===== src/rtl/mmul_arbiter.sv =====
// Round-robin front end sharing one mmul2 engine among N requesters.
// Latches the winner's operands, waits for completion (or watchdog) and returns C.
module mmul_arbiter #(
    parameter int unsigned RA  = 3,
    parameter int unsigned CA  = 2,
    parameter int unsigned RB  = 2,
    parameter int unsigned CB  = 4,
    parameter int unsigned W   = 8,
    parameter int unsigned N   = 2,
    parameter int unsigned TMO = 256
) (
    input  logic                  clk,
    input  logic                  rst,
    input  logic [N-1:0]          req,
    input  logic [N*RA*CA*W-1:0]  a_in,
    input  logic [N*RB*CB*W-1:0]  b_in,
    output logic [N-1:0]          gnt,
    output logic [N-1:0]          done,
    output logic                  err,
    output logic [RA*CB*W-1:0]    c_out,
    output logic                  busy,
    output logic                  eng_enable,
    output logic [RA*CA*W-1:0]    eng_a,
    output logic [RB*CB*W-1:0]    eng_b,
    input  logic [RA*CB*W-1:0]    eng_c,
    input  logic                  eng_completed
);

    localparam int unsigned AW = RA * CA * W;
    localparam int unsigned BW = RB * CB * W;
    localparam int unsigned CW = RA * CB * W;
    localparam int unsigned IW = (N > 1) ? $clog2(N) : 1;
    localparam int unsigned TW = $clog2(TMO);

    typedef enum logic [1:0] {
        S_IDLE  = 2'd0,
        S_RUN   = 2'd1,
        S_DRAIN = 2'd2
    } state_e;

    state_e          state_q, state_d;
    logic [IW-1:0]   last_q, last_d;
    logic [TW-1:0]   wd_q, wd_d;
    logic [N-1:0]    gnt_q, gnt_d;
    logic [N-1:0]    done_q, done_d;
    logic            err_q, err_d;
    logic            busy_q, busy_d;
    logic            en_q, en_d;
    logic [CW-1:0]   c_q, c_d;
    logic [AW-1:0]   a_q, a_d;
    logic [BW-1:0]   b_q, b_d;

    logic            win_found;
    logic [IW-1:0]   win_idx;
    logic [IW-1:0]   cand;
    logic            wd_expired;

    assign wd_expired = (wd_q == TW'(TMO - 1));

    // Round-robin search starting one past the last winner
    always_comb begin
        win_found = 1'b0;
        win_idx   = '0;
        cand      = '0;
        for (int unsigned k = 1; k <= N; k++) begin
            cand = IW'((32'(last_q) + k) % N);
            if (!win_found && req[cand]) begin
                win_found = 1'b1;
                win_idx   = cand;
            end
        end
    end

    always_ff @(posedge clk or posedge rst) begin
        if (rst) begin
            state_q <= S_IDLE;
        end else begin
            state_q <= state_d;
        end
    end

    always_comb begin
        state_d = state_q;
        case (state_q)
            S_IDLE:  if (win_found) state_d = S_RUN;
            S_RUN:   if (eng_completed || wd_expired) state_d = S_DRAIN;
            S_DRAIN: if (!eng_completed) state_d = S_IDLE;
            default: state_d = S_IDLE;
        endcase
    end

    // Next values of the registered outputs and datapath
    always_comb begin
        gnt_d  = '0;
        done_d = '0;
        err_d  = 1'b0;
        busy_d = (state_d != S_IDLE);
        en_d   = en_q;
        c_d    = c_q;
        a_d    = a_q;
        b_d    = b_q;
        last_d = last_q;
        wd_d   = wd_q;
        case (state_q)
            S_IDLE: begin
                if (win_found) begin
                    a_d    = a_in[32'(win_idx) * AW +: AW];
                    b_d    = b_in[32'(win_idx) * BW +: BW];
                    gnt_d  = N'(1) << win_idx;
                    en_d   = 1'b1;
                    last_d = win_idx;
                    wd_d   = '0;
                end
            end
            S_RUN: begin
                wd_d = wd_q + TW'(1);
                if (eng_completed) begin
                    c_d    = eng_c;
                    done_d = N'(1) << last_q;
                    en_d   = 1'b0;
                end else if (wd_expired) begin
                    done_d = N'(1) << last_q;
                    err_d  = 1'b1;
                    en_d   = 1'b0;
                end
            end
            default: ;
        endcase
    end

    always_ff @(posedge clk or posedge rst) begin
        if (rst) begin
            last_q <= IW'(N - 1);
            wd_q   <= '0;
            gnt_q  <= '0;
            done_q <= '0;
            err_q  <= 1'b0;
            busy_q <= 1'b0;
            en_q   <= 1'b0;
            c_q    <= '0;
            a_q    <= '0;
            b_q    <= '0;
        end else begin
            last_q <= last_d;
            wd_q   <= wd_d;
            gnt_q  <= gnt_d;
            done_q <= done_d;
            err_q  <= err_d;
            busy_q <= busy_d;
            en_q   <= en_d;
            c_q    <= c_d;
            a_q    <= a_d;
            b_q    <= b_d;
        end
    end

    assign gnt        = gnt_q;
    assign done       = done_q;
    assign err        = err_q;
    assign busy       = busy_q;
    assign eng_enable = en_q;
    assign c_out      = c_q;
    assign eng_a      = a_q;
    assign eng_b      = b_q;

endmodule

===== config.mk =====
export PLATFORM = sky130hd
export DESIGN_NAME = mmul_arbiter
export DESIGN_NICKNAME = d
export VERILOG_FILES = /design/src/rtl/mmul_arbiter.sv
export SDC_FILE = /design/constraint.sdc
export NUM_CORES = 1
export LEC_CHECK = 0
export CAP_MARGIN = 10
export CORE_AREA = 2 2 212 214
export CTS_CLUSTER_DIAMETER = 150
export CTS_CLUSTER_SIZE = 24
export DETAILED_ROUTE_END_ITERATION = 10
export DIE_AREA = 0 0 214 216
export GPL_TIMING_DRIVEN = 0
export PLACE_DENSITY = 0.61
export SLEW_MARGIN = 20
export SYNTH_ARGS = -nofsm -noshare
export SYNTH_HDL_FRONTEND = slang
export SYNTH_SLANG_ARGS = --single-unit

===== constraint.sdc =====
create_clock -name clk -period 18.95 [get_ports clk]
set_input_delay 1.895 -clock clk [delete_from_list [all_inputs] [get_ports clk]]
set_output_delay 1.895 -clock clk [all_outputs]
set_load 0.02 [all_outputs]

## Yosys cells after proc, flatten, opt, wreduce, memory -nomap -nowiden

Cells that the tools add are included.

- Output and inout port bits: 215
- Flip-flop bits (word level): 226
- Word-level logic and storage cells: 62

- Multiplexer cells: 26
- Add/subtract/negate cells: 3
- Reductions and logical operators: 10
- Magnitude comparators: 2
- Shift-type cells: 4
- Eq/ne operators: 5
- Multipliers: 1

Operators by type and width:

| cell | count |
|---|---|
| $shiftx 128x8->64 | 1 |
| $shiftx 96x8->48 | 1 |
| $mux 2 | 8 |
| $pmux 8 s2 | 1 |
| $mux 1 | 14 |
| $add 8x1->8 const B | 1 |
| $eq 8x8->1 const B | 1 |
| $mux 8 | 1 |
| $pmux 2 s3 | 1 |
| $reduce_and 2->1 | 3 |
| $lt 1x2->1 const B | 2 |
| $reduce_bool 2->1 | 2 |
| $shl 1x1->2 const A | 2 |
| $mul 1x2->3 const B | 1 |
| $ne 3x3->1 const B | 1 |
| $reduce_and 3->1 | 1 |
| $add 1x1->1 const B | 2 |
| $eq 2x1->1 const B | 1 |
| $eq 2x2->1 const B | 1 |
| $logic_not 2->1 | 1 |
| $ne 2x2->1 const B | 1 |
| $pmux 1 s2 | 1 |
| $logic_and 1x1->1 | 1 |
| $logic_not 1->1 | 1 |
| $logic_or 1x1->1 | 1 |

## Depth between registers and ports, before layout

- Depth in word-level cells: 10
- Mapped depth: 6
- Gate-level depth less buffers: 4

## Worst setup path after synthesis

No wires, ideal clock.

- Path type: in2reg
- From: input req[1]
- To: register b_q[60] (netlist: eng_b[60])
- Data required time: 18,824 ps
- Path buffers: 2
- Arrival: 2,651 ps
- Slack: 16,173 ps
- Stages: 5
- Path through: o21ai_2 -> buf_6 -> buf_2 -> and2_1 -> a221o_1

- Word-level cells in the longest chain between the ends: 7
- Elaborated cells on any way between the ends: 12

RTL lines:

| element | RTL line | source |
|---|---|---|
| from (decl) | 14 | `input logic [N-1:0] req,` |
| $mux 1 (not written as such) (2 in a row) | 67 | `if (!win_found && req[cand]) begin` |
| $mux 1 | 67 |  |
| $logic_not 1->1 | 67 |  |
| $logic_and 1x1->1 | 67 |  |
| $mux 1 | 67 |  |
| $shiftx 128x8->64 / $reduce_and 2->1 (equally long branches) | n/a |  |
| to (signal assigned) | 142 | `b_q <= '0;` |
| to (signal assigned) | 153 | `b_q <= b_d;` |
| to (decl) | 51 | `logic [BW-1:0] b_q, b_d;` |

Several ways; a longest one is shown, not always the timed one. The select of a mux whose other input is x is not followed.
A chain may end at the register's enable or synchronous reset.

## Worst setup path in the final report

- From: register b_q[0] (netlist: eng_b[0])
- To: output eng_b[0]

RTL lines:

| element | RTL line | source |
|---|---|---|
| to (decl) | 24 | `output logic [RB*CB*W-1:0] eng_b,` |

No word-level cell between the ends.

==> impl_summary.md <==
Power and ir drop
VDD sags by at most 0.0791 mV. The power per cell area is 161 nW/um2. The power spent charging and discharging nets is 0.971 mW. The switching fraction of total power is 37.9%. The leakage power is 6.56 nW.

In this run, the combinational gates consume 55.7% of the power. The part of the total power dissipated in sequential elements is 32.7%. The clock network accounts for 11.5% of the total power. The internal power is 1.59 mW.

Yosys
In this run the biggest area consumer among cell types represents 60.4% of the synthesized area. The most instantiated flip-flop cell in the synthesis netlist is sky130_fd_sc_hd__dfrtp_1. The proportion of synthesized flip-flops having asynchronous set or reset is 100%. Ranked by total cell area, the synthesized netlist is headed by sky130_fd_sc_hd__dfrtp_1 60%, sky130_fd_sc_hd__a221o_1 12%, sky130_fd_sc_hd__mux2_2 6.8%.

By instance count, the leading cell after synthesis is sky130_fd_sc_hd__dfrtp_1. Synthesis produced a netlist with a net count of 978. Dividing the synthesized area by the synthesized cell count gives 14.3 um2. sky130_fd_sc_hd__dfrtp_1 takes more of the synthesized area than any other cell. The number of warning messages in the yosys log is 0. The count of flip-flops with a built-in enable after synthesis is 0. After synthesis the cells add up to 9320 um2.

The number of synthesized register bits is 226. Ranked by instance count, the synthesized netlist is headed by 225 x sky130_fd_sc_hd__dfrtp_1, 112 x sky130_fd_sc_hd__a221o_1, 93 x sky130_fd_sc_hd__and2_0, 56 x sky130_fd_sc_hd__mux2_2, 40 x sky130_fd_sc_hd__mux2_4. The share of the Yosys chip area taken by registers is 60.7%. The gate count of the mapped netlist is 652. The number of distinct library cells after synthesis is 37.

Layout
The number of antenna diodes in the final layout is 0. The multi-input combinational cells in the finished layout cover a total of 3370 um2. The share of layout cells above drive strength 1 is 13.1%. Summing all non-filler instances in the final layout gives an area of 15,900 um2.

The area overhead of the layout relative to synthesis is 70.3%. The area taken by flip-flops and latches is 5660 um2. The count of fill cells added during filler insertion is 4,329. The post-layout net count is 1,534.

CTS
The tree is rooted in a sky130_fd_sc_hd__clkbuf_16. Clock tree synthesis inserted a total of 13 buffers. Hold repair after CTS inserted 0 buffers. CTS built an H-tree with a depth of 1. Buffers added to address setup during post-CTS repair amount to 0.

Gates resized during post-CTS repair numbered 0. The number of sinks on the clock net is 226. TritonCTS built the clock tree. In this run the deepest clock path goes through 3 buffers. The CTS clock-pin slew for the worst setup and hold paths is 0.09 ns.

The clock insertion delay at the later pin of the skew report is 0.50 ns.

Global route
Summed over all layers, the global routing overflow is 0. The overall fraction of global-route tracks in use is 14.7%. The wire length of the first global-routing pass is 52,500 um. Entering global routing, the biggest net connects 93 pins. The via count of the first global-routing pass is 8,329. The number of antenna violations at the first check in global routing is 2.

Place
Buffers placed on the I/O ports in this run total 539. Before CTS, the worst setup slack after placement is 14.91 ns. The wire-length estimate of the detail-placed layout is 27,500 um. The global placement routability congestion is 0.852.

The total cell area at the placement stage is 15,500 um2.

Setup path
The worst path arrival time is 1.56 ns. The kind of critical path is reg -> out. The largest individual stage delay along the critical path comes from the cell sky130_fd_sc_hd__clkdlybuf4s50_1.

In this run the worst path has a maximum fanout of 2. The critical path startpoint category is a flip-flop. The worst setup path is captured at an output pin. In this design, the largest share of critical-path delay is due to buffers and inverters. STA puts the critical path data required time at 17.06 ns. Counting both buffers and inverters, the worst setup path holds a total of 1. The signal on the critical path passes through clkdlybuf4s50_1.

On the worst path, the slowest cell contributes a delay of 0.65 ns.

Timing
The count of final hold-check violations is 0. Dividing the final minimum period by the clock period gives 18.2%. On the final layout, the worst hold slack is 0.501 ns. The total count of max-transition violations in the final report came to 0. The summed negative setup slack over all endpoints is 0 ns. The final number of setup-violating endpoints is 0.

For this run, the top clock speed supported by timing is 290 MHz. The tightest slew margin relative to the limit is 46.4%. The minimum period implied by the final worst setup slack is 3.45 ns.

For the final database, setup skew stands at 0.0207 ns. Setup repair after global routing left no endpoint under its margin. The slew at the pin closest to its max-slew limit is 0.797 ns. After layout, the worst setup slack is 15.50 ns.

Floorplanning
The die extent in x is 214 um. The die extent in y is 216 um. The starting density of the core is 21.3%. The initialized floorplan defines 77 standard-cell rows. The floorplan step defined a die boundary enclosing 46,200 um2. The standard cell core area is 43,800 um2. 540 I/O pins were placed.

Route
The count of antenna-violating nets left after detailed routing is 0. The DRC violations left is 0. After the first detailed-routing iteration, the DRC count stood at 349. After detailed routing, the number of vias per cell comes to 4.27. The final layout contains routed wiring with a total length of 35,200 um.

The first TritonRoute pass finished after 6 iterations. Dividing the detail-routed wire length by the instance count gives 19.5 um. The via count is 7,701.

Flow run
The max-capacitance violation count is 0.

Run status
The flow ran to the end, and the final reports show no timing, DRC or antenna violations.

Hold path
The worst hold path belongs to the class reg -> reg.
power groups by stage:
stage | Clock [mW] | Sequential, mW | Combinational, mW
after global placement | 0 | 0.839 | 1.44
after CTS | 0.312 | 0.839 | 1.45
after detailed placement | 0 | 0.843 | 1.44
final | 0.295 | 0.839 | 1.43
after global routing | 0.330 | 0.865 | 1.51
after floorplan | 0 | 1.11 | 0.471
routing by layer:
metal / vias to the layer above / wire length [um] / global-route usage [%]
met3: 36 / 2390 / 3.65
met1: 3840 / 14600 / 18.1
met5: - / 0 / 0
met4: 0 / 626 / 3.75
met2: 303 / 17600 / 25.7
li1: 3522 / - / -
placed cells by master, fill, tap and decap left out, types with 2 or more instances in the layout:
| master | Yosys | layout |
|---|---|---|
| sky130_fd_sc_hd__nor2_1 | 4 | 4 |
| sky130_fd_sc_hd__nand2_1 | 10 | 10 |
| sky130_fd_sc_hd__and2_1 | 19 | 19 |
| sky130_fd_sc_hd__buf_2 | 25 | 25 |
| sky130_fd_sc_hd__and2_0 | 93 | 93 |
| sky130_fd_sc_hd__mux2_4 | 40 | 40 |
| sky130_fd_sc_hd__a221o_1 | 112 | 112 |
| sky130_fd_sc_hd__o21a_1 | 2 | 2 |
| sky130_fd_sc_hd__buf_16 | 0 | 2 |
| sky130_fd_sc_hd__buf_4 | 7 | 7 |
| sky130_fd_sc_hd__inv_1 | 4 | 3 |
| sky130_fd_sc_hd__nand3_1 | 6 | 6 |
| sky130_fd_sc_hd__dfrtp_1 | 225 | 225 |
| sky130_fd_sc_hd__and3_1 | 2 | 2 |
| sky130_fd_sc_hd__clkdlybuf4s50_1 | 0 | 539 |
| sky130_fd_sc_hd__clkbuf_16 | 0 | 13 |
| sky130_fd_sc_hd__mux2_2 | 56 | 56 |
| sky130_fd_sc_hd__buf_6 | 6 | 6 |
| sky130_fd_sc_hd__clkbuf_1 | 8 | 11 |
| sky130_fd_sc_hd__a21oi_2 | 2 | 2 |
| sky130_fd_sc_hd__o21ai_0 | 12 | 12 |
sequential cells by signal, indices dropped and copies added, names as in the netlist:
signal      flops
c_out          96
eng_b          64
eng_a          48
wd_q            8
done            2
gnt             2
state_q         2
busy            1
eng_enable      1
err             1
last_q          1
metrics by stage:
step	utilization (%)	std cells	power [mW]
after detailed placement	35.4	1785	2.29
after global routing	36.2	1802	2.71
after floorplan	-	652	1.58
final	36.2	1802	2.56
after CTS	36.2	1802	2.60
after global placement	35.3	1783	2.27
layout make-up:
cell class / count / share of cell area [%]
Clock buffer: 16 / 2.12
Sequential cell: 226 / 35.6
Multi-Input combinational cell: 375 / 21.2
Tap cell: 592 / 4.67
Buffer: 47 / 1.77
Clock inverter: 1 / 0.102
Inverter: 4 / 0.142
Timing Repair Buffer: 541 / 34.3
kinds of logic (layout without fill, tap and decap cells):
group	Yosys count	after routing	synth area share, %
AO/OA/AOI/OAI	134	134	13.5
XOR/XNOR	2	2	0.188
adder cells (fa/ha/maj)	1	1	0.134
buffers and inverters	51	609	3.17
flip-flops	226	226	60.7
multiplexers	96	96	13.2
AND/OR/NAND/NOR	142	142	9.10
worst paths after layout:
kind                                              from                endpoint  slack, ns  cells after the start
worst max register to register    state_q[0]$_DFF_PP0_   eng_b[10]$_DFFE_PP0P_      16.95                      5
worst min-delay path            eng_enable$_DFFE_PP0P_  eng_enable$_DFFE_PP0P_       0.50                      1
worst max-delay path              eng_b[0]$_DFFE_PP0P_                eng_b[0]      15.50                      1
min in group asynchronous                          rst   c_out[28]$_DFFE_PP0P_       1.79                      2
max in group asynchronous                          rst   eng_b[42]$_DFFE_PP0P_      16.29                      3
worst min register to register  eng_enable$_DFFE_PP0P_  eng_enable$_DFFE_PP0P_       0.50                      1
No activity file was read; power rests on OpenSTA's default activity.
==> variant 1 (config.mk and constraints unchanged) <==
Remove the register `err_q`: a continuous assignment takes its place, so the output `err` follows one clock earlier.
--- a/src/rtl/mmul_arbiter.sv
+++ b/src/rtl/mmul_arbiter.sv
@@ -136,3 +136,2 @@
             done_q <= '0;
-            err_q  <= 1'b0;
             busy_q <= 1'b0;
@@ -147,3 +146,2 @@
             done_q <= done_d;
-            err_q  <= err_d;
             busy_q <= busy_d;
@@ -155,2 +153,4 @@
     end
+
+    assign err_q = err_d;
 
Function: no difference found for any inputs over 4 cycles, from zero or initial values and one cycle with rst high; that may be too few to reach the edited logic, so the function may still have changed.
==> variant 1 against the unedited design <==
  * Global-route usage grew 0.32 points
  * Clock skew grew 0.0065 ns
  * Clock power increased by 4%
  * Routed wire length rose by 1.6%
  * Area after synthesis fell by 0.27%
  * Sequential cell count fell by 1
  * Design area about the same
  * Power up 0.77%
  * Die area is the same
  * Count of clock-buffer cells in the layout up 1
  * Via count grew 1.7%
  * Register-to-register slack lost 0.09 ns
  * Setup slack worse by 1.7 ns
==> variant 1: results (changes against the unedited design) <==
Outcome
  – Status: finished, final reports clean

Setup path
  – Arr. time, crit path: 3.27 ns (+1.71 ns)
  – Worst-path maximum fanout: 5 (+3)
  – Worst reg-to-reg setup slack: 16.86 ns (-0.09 ns)
  – Reg-to-reg startpoint: state_q[0]$_DFF_PP0_
  – Worst R2R Path Depth: 5 (unchanged)
  – FF-to-FF End: eng_b[10]$_DFFE_PP0P_
  – CP max stage cell: clkdlybuf4s50_1
  – CP peak stage delay: between 0.6 and 0.7 ns
  – Crit path max-delay family: buffers and inverters
  – Critical Path Sink: err
  – Crit. Startpoint: eng_completed

Clock tree
  – # H-tree levels: 1 (unchanged)
  – Max clock buf depth: 3 (unchanged)
  – Inserted Clock Buffers: 13 (unchanged)
  – Post-CTS Setup Bufs: 0 (unchanged)
  – Clk root buf: clkbuf_16

Worst hold path
  – Hold WC Path Type: flip-flop to flip-flop

Cells and area
  – Ratio of cells with drive above 1 in the final layout: 13.13% (+0.072 points)
  – Max reg flops: 96 (unchanged)
  – Ant. Diodes: 0 (unchanged)
  – Final nets: 1533 (-0.065%)

STA
  – Final worst path period share: 27.26% (+9.0 points)
  – Pin slew with the least headroom to its limit: 0.8256 ns (+0.02854 ns)
  – Worst Skew: 0.02717 ns (+0.006502 ns)

Placed design
  – DPL Wire Length: 27870 um (+1.3%)
  – Pre-CTS setup slack: 13.76 ns (-1.152 ns)
  – Port bufs: 539 (unchanged)
  – RePlAce Congestion: 0.8962 (+5.2%)

Global routing
  – First-pass GRT wire length: 54030 um (+2.8%)
  – Vias in the first global route: 8659 (+4.0%)
  – Initial antenna violation count: 2 (unchanged)
  – Largest net degree at the start of global routing: 99 (+6.5%)
  – Gr usage total: 15.04% (+0.32 points)

Synth
  – Syn Nets: 977 (-0.10%)
  – Cell variety after synth: 37 (unchanged)
  – Yosys Warn Count: 0 (unchanged)
  – Sequential-to-total area share from yosys stat: 60.57% (-0.11 points)
  – Synth top area cells: dfrtp_1, a221o_1, mux2_2
  – Synth cell count leaders: dfrtp_1, a221o_1, and2_0
  – Post-synth ARST share: 100.0% (unchanged)
  – Predominant post-synthesis flop cell: dfrtp_1

Pwr
  – Lkg Pwr: 6.556 nW (-0.13%)
  – Net load switching power: 0.9913 mW (+2.0%)
  – Max IR drop VDD: 85.10 uV (+7.6%)

Detailed routing
  – DR iter-0 viols: 455 (+30%)
  – Via-per-instance ratio: 4.345 (+1.7%)
  – DR WL/cell: 19.83 um (+1.6%)
  – TritonRoute pass-1 iters: 4 (-2)
-- variant 1: worst min path at each step --
| stage | from | end | slack (ns) |
|---|---|---|---|
| floorplan | wd_q[2]$_DFFE_PP0P_ | wd_q[2]$_DFFE_PP0P_ | 0.48 |
| global placement | eng_enable$_DFFE_PP0P_ | eng_enable$_DFFE_PP0P_ | 0.48 |
| detailed placement | eng_enable$_DFFE_PP0P_ | eng_enable$_DFFE_PP0P_ | 0.49 |
| CTS | c_out[56]$_DFFE_PP0P_ | c_out[56]$_DFFE_PP0P_ | 0.52 |
| global route | c_out[7]$_DFFE_PP0P_ | c_out[7]$_DFFE_PP0P_ | 0.53 |
| finish | c_out[53]$_DFFE_PP0P_ | c_out[53]$_DFFE_PP0P_ | 0.51 |
-- variant 1: cell type report --
| cell class | count | area (sq um) |
|---|---|---|
| buffer | 47 | 280.3 |
| clock buffer | 17 | 340.3 |
| clock inverter | 2 | 25.02 |
| fill | 4354 | 27970 |
| inverter | 4 | 22.52 |
| multi-input combinational | 375 | 3371 |
| sequential | 225 | 5632 |
| tap | 592 | 740.7 |
| timing repair buffer | 541 | 5450 |
-- variant 1: power groups by stage --
stage / Clock [mW] / Combinational, mW / Sequential (mW)
after global placement: 0 / 1.44 / 0.843
after detailed placement: 0 / 1.45 / 0.847
after floorplan: 0 / 0.471 / 1.11
after global routing: 0.338 / 1.52 / 0.870
after CTS: 0.323 / 1.46 / 0.843
final: 0.307 / 1.43 / 0.842
-- variant 1: cell families (layout without fill, tap and decap cells) --
group                      after synthesis  after routing  synth area share, %
AOI/OAI and AO/OA                      134            134                13.56
buffers and inverters                   51            611                3.176
xor gates and xnor gates                 2              2               0.1884
and+or+nand+nor                        142            142                9.124
DFF                                    225            225                60.57
adders and majority gates                1              1               0.1345
muxes                                   96             96                13.24
-- variant 1: per-stage QoR --
step / area [sq um] / cells
floorplan: 9298 / 651
global placement: 15430 / 1782
detailed placement: 15500 / 1784
CTS: 15860 / 1803
global route: 15860 / 1803
finish: 15860 / 1803
-- variant 1: per-layer routing --
metal | global-route usage (%) | part of all wire [%] | vias to the layer above
met4 | 4.755 | 3.0 | 2
met1 | 17.99 | 40 | 3920
met5 | 0 | 0.036 | -
li1 | - | - | 3509
met2 | 26.20 | 50 | 349
met3 | 4.073 | 7.3 | 54
==> variant 2 (same settings) <==
Without the edit above. Set the parameter `RA` to 5 (it was 3).
--- a/src/rtl/mmul_arbiter.sv
+++ b/src/rtl/mmul_arbiter.sv
@@ -3,3 +3,3 @@
 module mmul_arbiter #(
-    parameter int unsigned RA  = 3,
+    parameter int unsigned RA  = 5,
     parameter int unsigned CA  = 2,
Ports: changed (resized a_in, c_out, eng_a and eng_c); port bits go from 540 to 764. The function was not compared with the original's and may differ.
==> variant 2 against the unedited design <==
  * Critical path depth unchanged
  * Routed wire length up 62%
  * Register-to-register slack worse by 0.09 ns
  * Area after synthesis up 47%
  * Power up 43%
  * Cell count up 35%
  * Sequential cell count up 96
  * Clock power up 37%
  * Clock skew down 0.0072 ns
  * Setup slack worse by 0.090 ns
  * Design area up 42%
  * Count of clock-buffer cells in the layout up 7
  * Global-route usage up 9.4 points
  * Largest cell class unchanged
==> variant 2: results (changes against the unedited design) <==
Outcome
  – Status: finished, final reports clean

Synth
  – Sequential-to-total area share from yosys stat: 58.98% (-1.7 points)
  – Syn Nets: 1491 (+52%)
  – Synth top area cells: dfrtp_1, mux2_4, mux2i_1
  – Synth top area share: 58.79% (-1.6 points)
  – Cell variety after synth: 32 (-14%)
  – Post-synth ARST share: 100.0% (unchanged)
  – Synth cell count leaders: dfrtp_1, nand2_1, mux2i_1

Detailed routing
  – TritonRoute pass-1 iters: 5 (-1)
  – DR iter-0 viols: 490 (+40%)
  – DR WL/cell: 23.42 um (+20%)
  – Via-per-instance ratio: 4.608 (+7.8%)

Cells and area
  – Final nets: 2276 (+48%)
  – Max reg flops: 160 (+67%)
  – Ratio of cells with drive above 1 in the final layout: 12.64% (-0.41 points)
  – Fill cells: 3953 (-8.7%)
  – Sequential cell area: 0.008059 sq mm (+42%)

Placed design
  – Port bufs: 763 (+42%)
  – Cell area after placement: 0.02213 sq mm (+43%)
  – RePlAce Congestion: 0.9014 (+5.8%)
  – DPL Wire Length: 46270 um (+68%)

Worst hold path
  – Worst Hold Depth: 2 (+1)
  – Hold Crit Start: eng_a[29]$_DFFE_PP0P_

Global routing
  – Gr usage total: 24.08% (+9.4 points)
  – First-pass GRT wire length: 83230 um (+58%)
  – Vias in the first global route: 11986 (+44%)
  – Initial antenna violation count: 7 (+5)
  – Largest net degree at the start of global routing: 102 (+9.7%)

STA
  – Worst Skew: 0.01351 ns (-0.007151 ns)
  – Pin slew with the least headroom to its limit: 0.7144 ns (-0.08267 ns)

Clock tree
  – Inserted Clock Buffers: 17 (+4)
  – Clk_lat worst skew: 0.52 ns (+0.02 ns)
  – # H-tree levels: 1 (unchanged)
  – Post_cts resized: 0 (unchanged)

Setup path
  – Crit path max-delay family: buffers and inverters
  – CP peak stage delay: 0.75 ns (+0.10 ns)
  – Reg-to-reg startpoint: state_q[0]$_DFF_PP0_
  – Arr. time, crit path: 1.65 ns (+0.09 ns)
  – Crit. Startpoint: c_out[6]$_DFFE_PP0P_

Pwr
  – Max IR drop VDD: 81.29 uV (+2.8%)
  – Int Power: 2.206 mW (+39%)
  – Lkg Pwr: 9.896 nW (+51%)
variant 2: changes by cell type after synthesis, moves of 93 or more:
cell / unedited run / this run
and2_0: 93 / 0
mux2i_1: 0 / 142
o21ai_0: 12 / 125
nand2_1: 10 / 152
a221o_1: 112 / 2
dfrtp_1: 225 / 321
variant 2: path summary, 6_finish.rpt:
path | endpoint | slack, ns
min in group asynchronous | eng_a[42]$_DFFE_PP0P_ | 1.83
hold / removal | eng_a[29]$_DFFE_PP0P_ | 0.49
setup reg to reg | eng_a[10]$_DFFE_PP0P_ | 16.86
hold reg to reg | eng_a[29]$_DFFE_PP0P_ | 0.49
setup / recovery | c_out[6] | 15.41
max in group asynchronous | eng_b[18]$_DFFE_PP0P_ | 15.83
variant 2: power by group through the flow:
stage / sequential [mW] / clock [mW] / combinational [mW]
global placement: 1.20 / 0 / 2.07
CTS: 1.21 / 0.421 / 2.09
detailed placement: 1.22 / 0 / 2.08
finish: 1.21 / 0.405 / 2.06
global route: 1.25 / 0.445 / 2.18
floorplan: 1.61 / 0 / 0.617
variant 2: layout make-up:
class / instances / share of cell area, %
Multi-Input combinational cell: 646 / 22.93
Buffer: 67 / 1.820
Timing Repair Buffer: 766 / 34.14
Clock inverter: 1 / 0.07193
Sequential cell: 322 / 35.64
Tap cell: 592 / 3.275
Antenna cell: 7 / 0.07746
Clock buffer: 23 / 1.981
Inverter: 2 / 0.06639
variant 2: cells by family after synthesis:
family / count (synthesis) / share of synthesized area (%)
buffers and inverters: 69 / 3.067
muxes: 302 / 26.33
xor gates and xnor gates: 2 / 0.1282
adders and majority gates: 1 / 0.09155
AOI/OAI and AO/OA: 163 / 6.172
DFF: 322 / 58.98
and+or+nand+nor: 178 / 5.229
variant 2: per-stage QoR:
stage	instances	setup slack [ns]	power, mW
3_5_place_dp	2395	14.79	3.297
6_report	2426	15.41	3.675
4_1_cts	2419	15.36	3.716
2_1_floorplan	1037	8.144	2.229
3_3_place_gp	2392	3.659	3.273
5_1_grt	2426	15.17	3.873
variant 2: tightest hold or removal path, delay by kind of cell (launching register included):
| family | cells | cell delay [ns] |
|---|---|---|
| and+or+nand+nor | 1 | 0.05 |
| DFF | 1 | 0.35 |
| AOI/OAI and AO/OA | 1 | 0.06 |
variant 2: per-layer routing:
layer	track usage [%]	wire length, um	vias up	part of all wire [%]
met3	5.863	3805	64	6.7
li1	-	-	5157	-
met1	28.33	22040	5521	39
met5	0	0	-	0
met2	43.48	29460	438	52
met4	6.853	1517	0	2.7
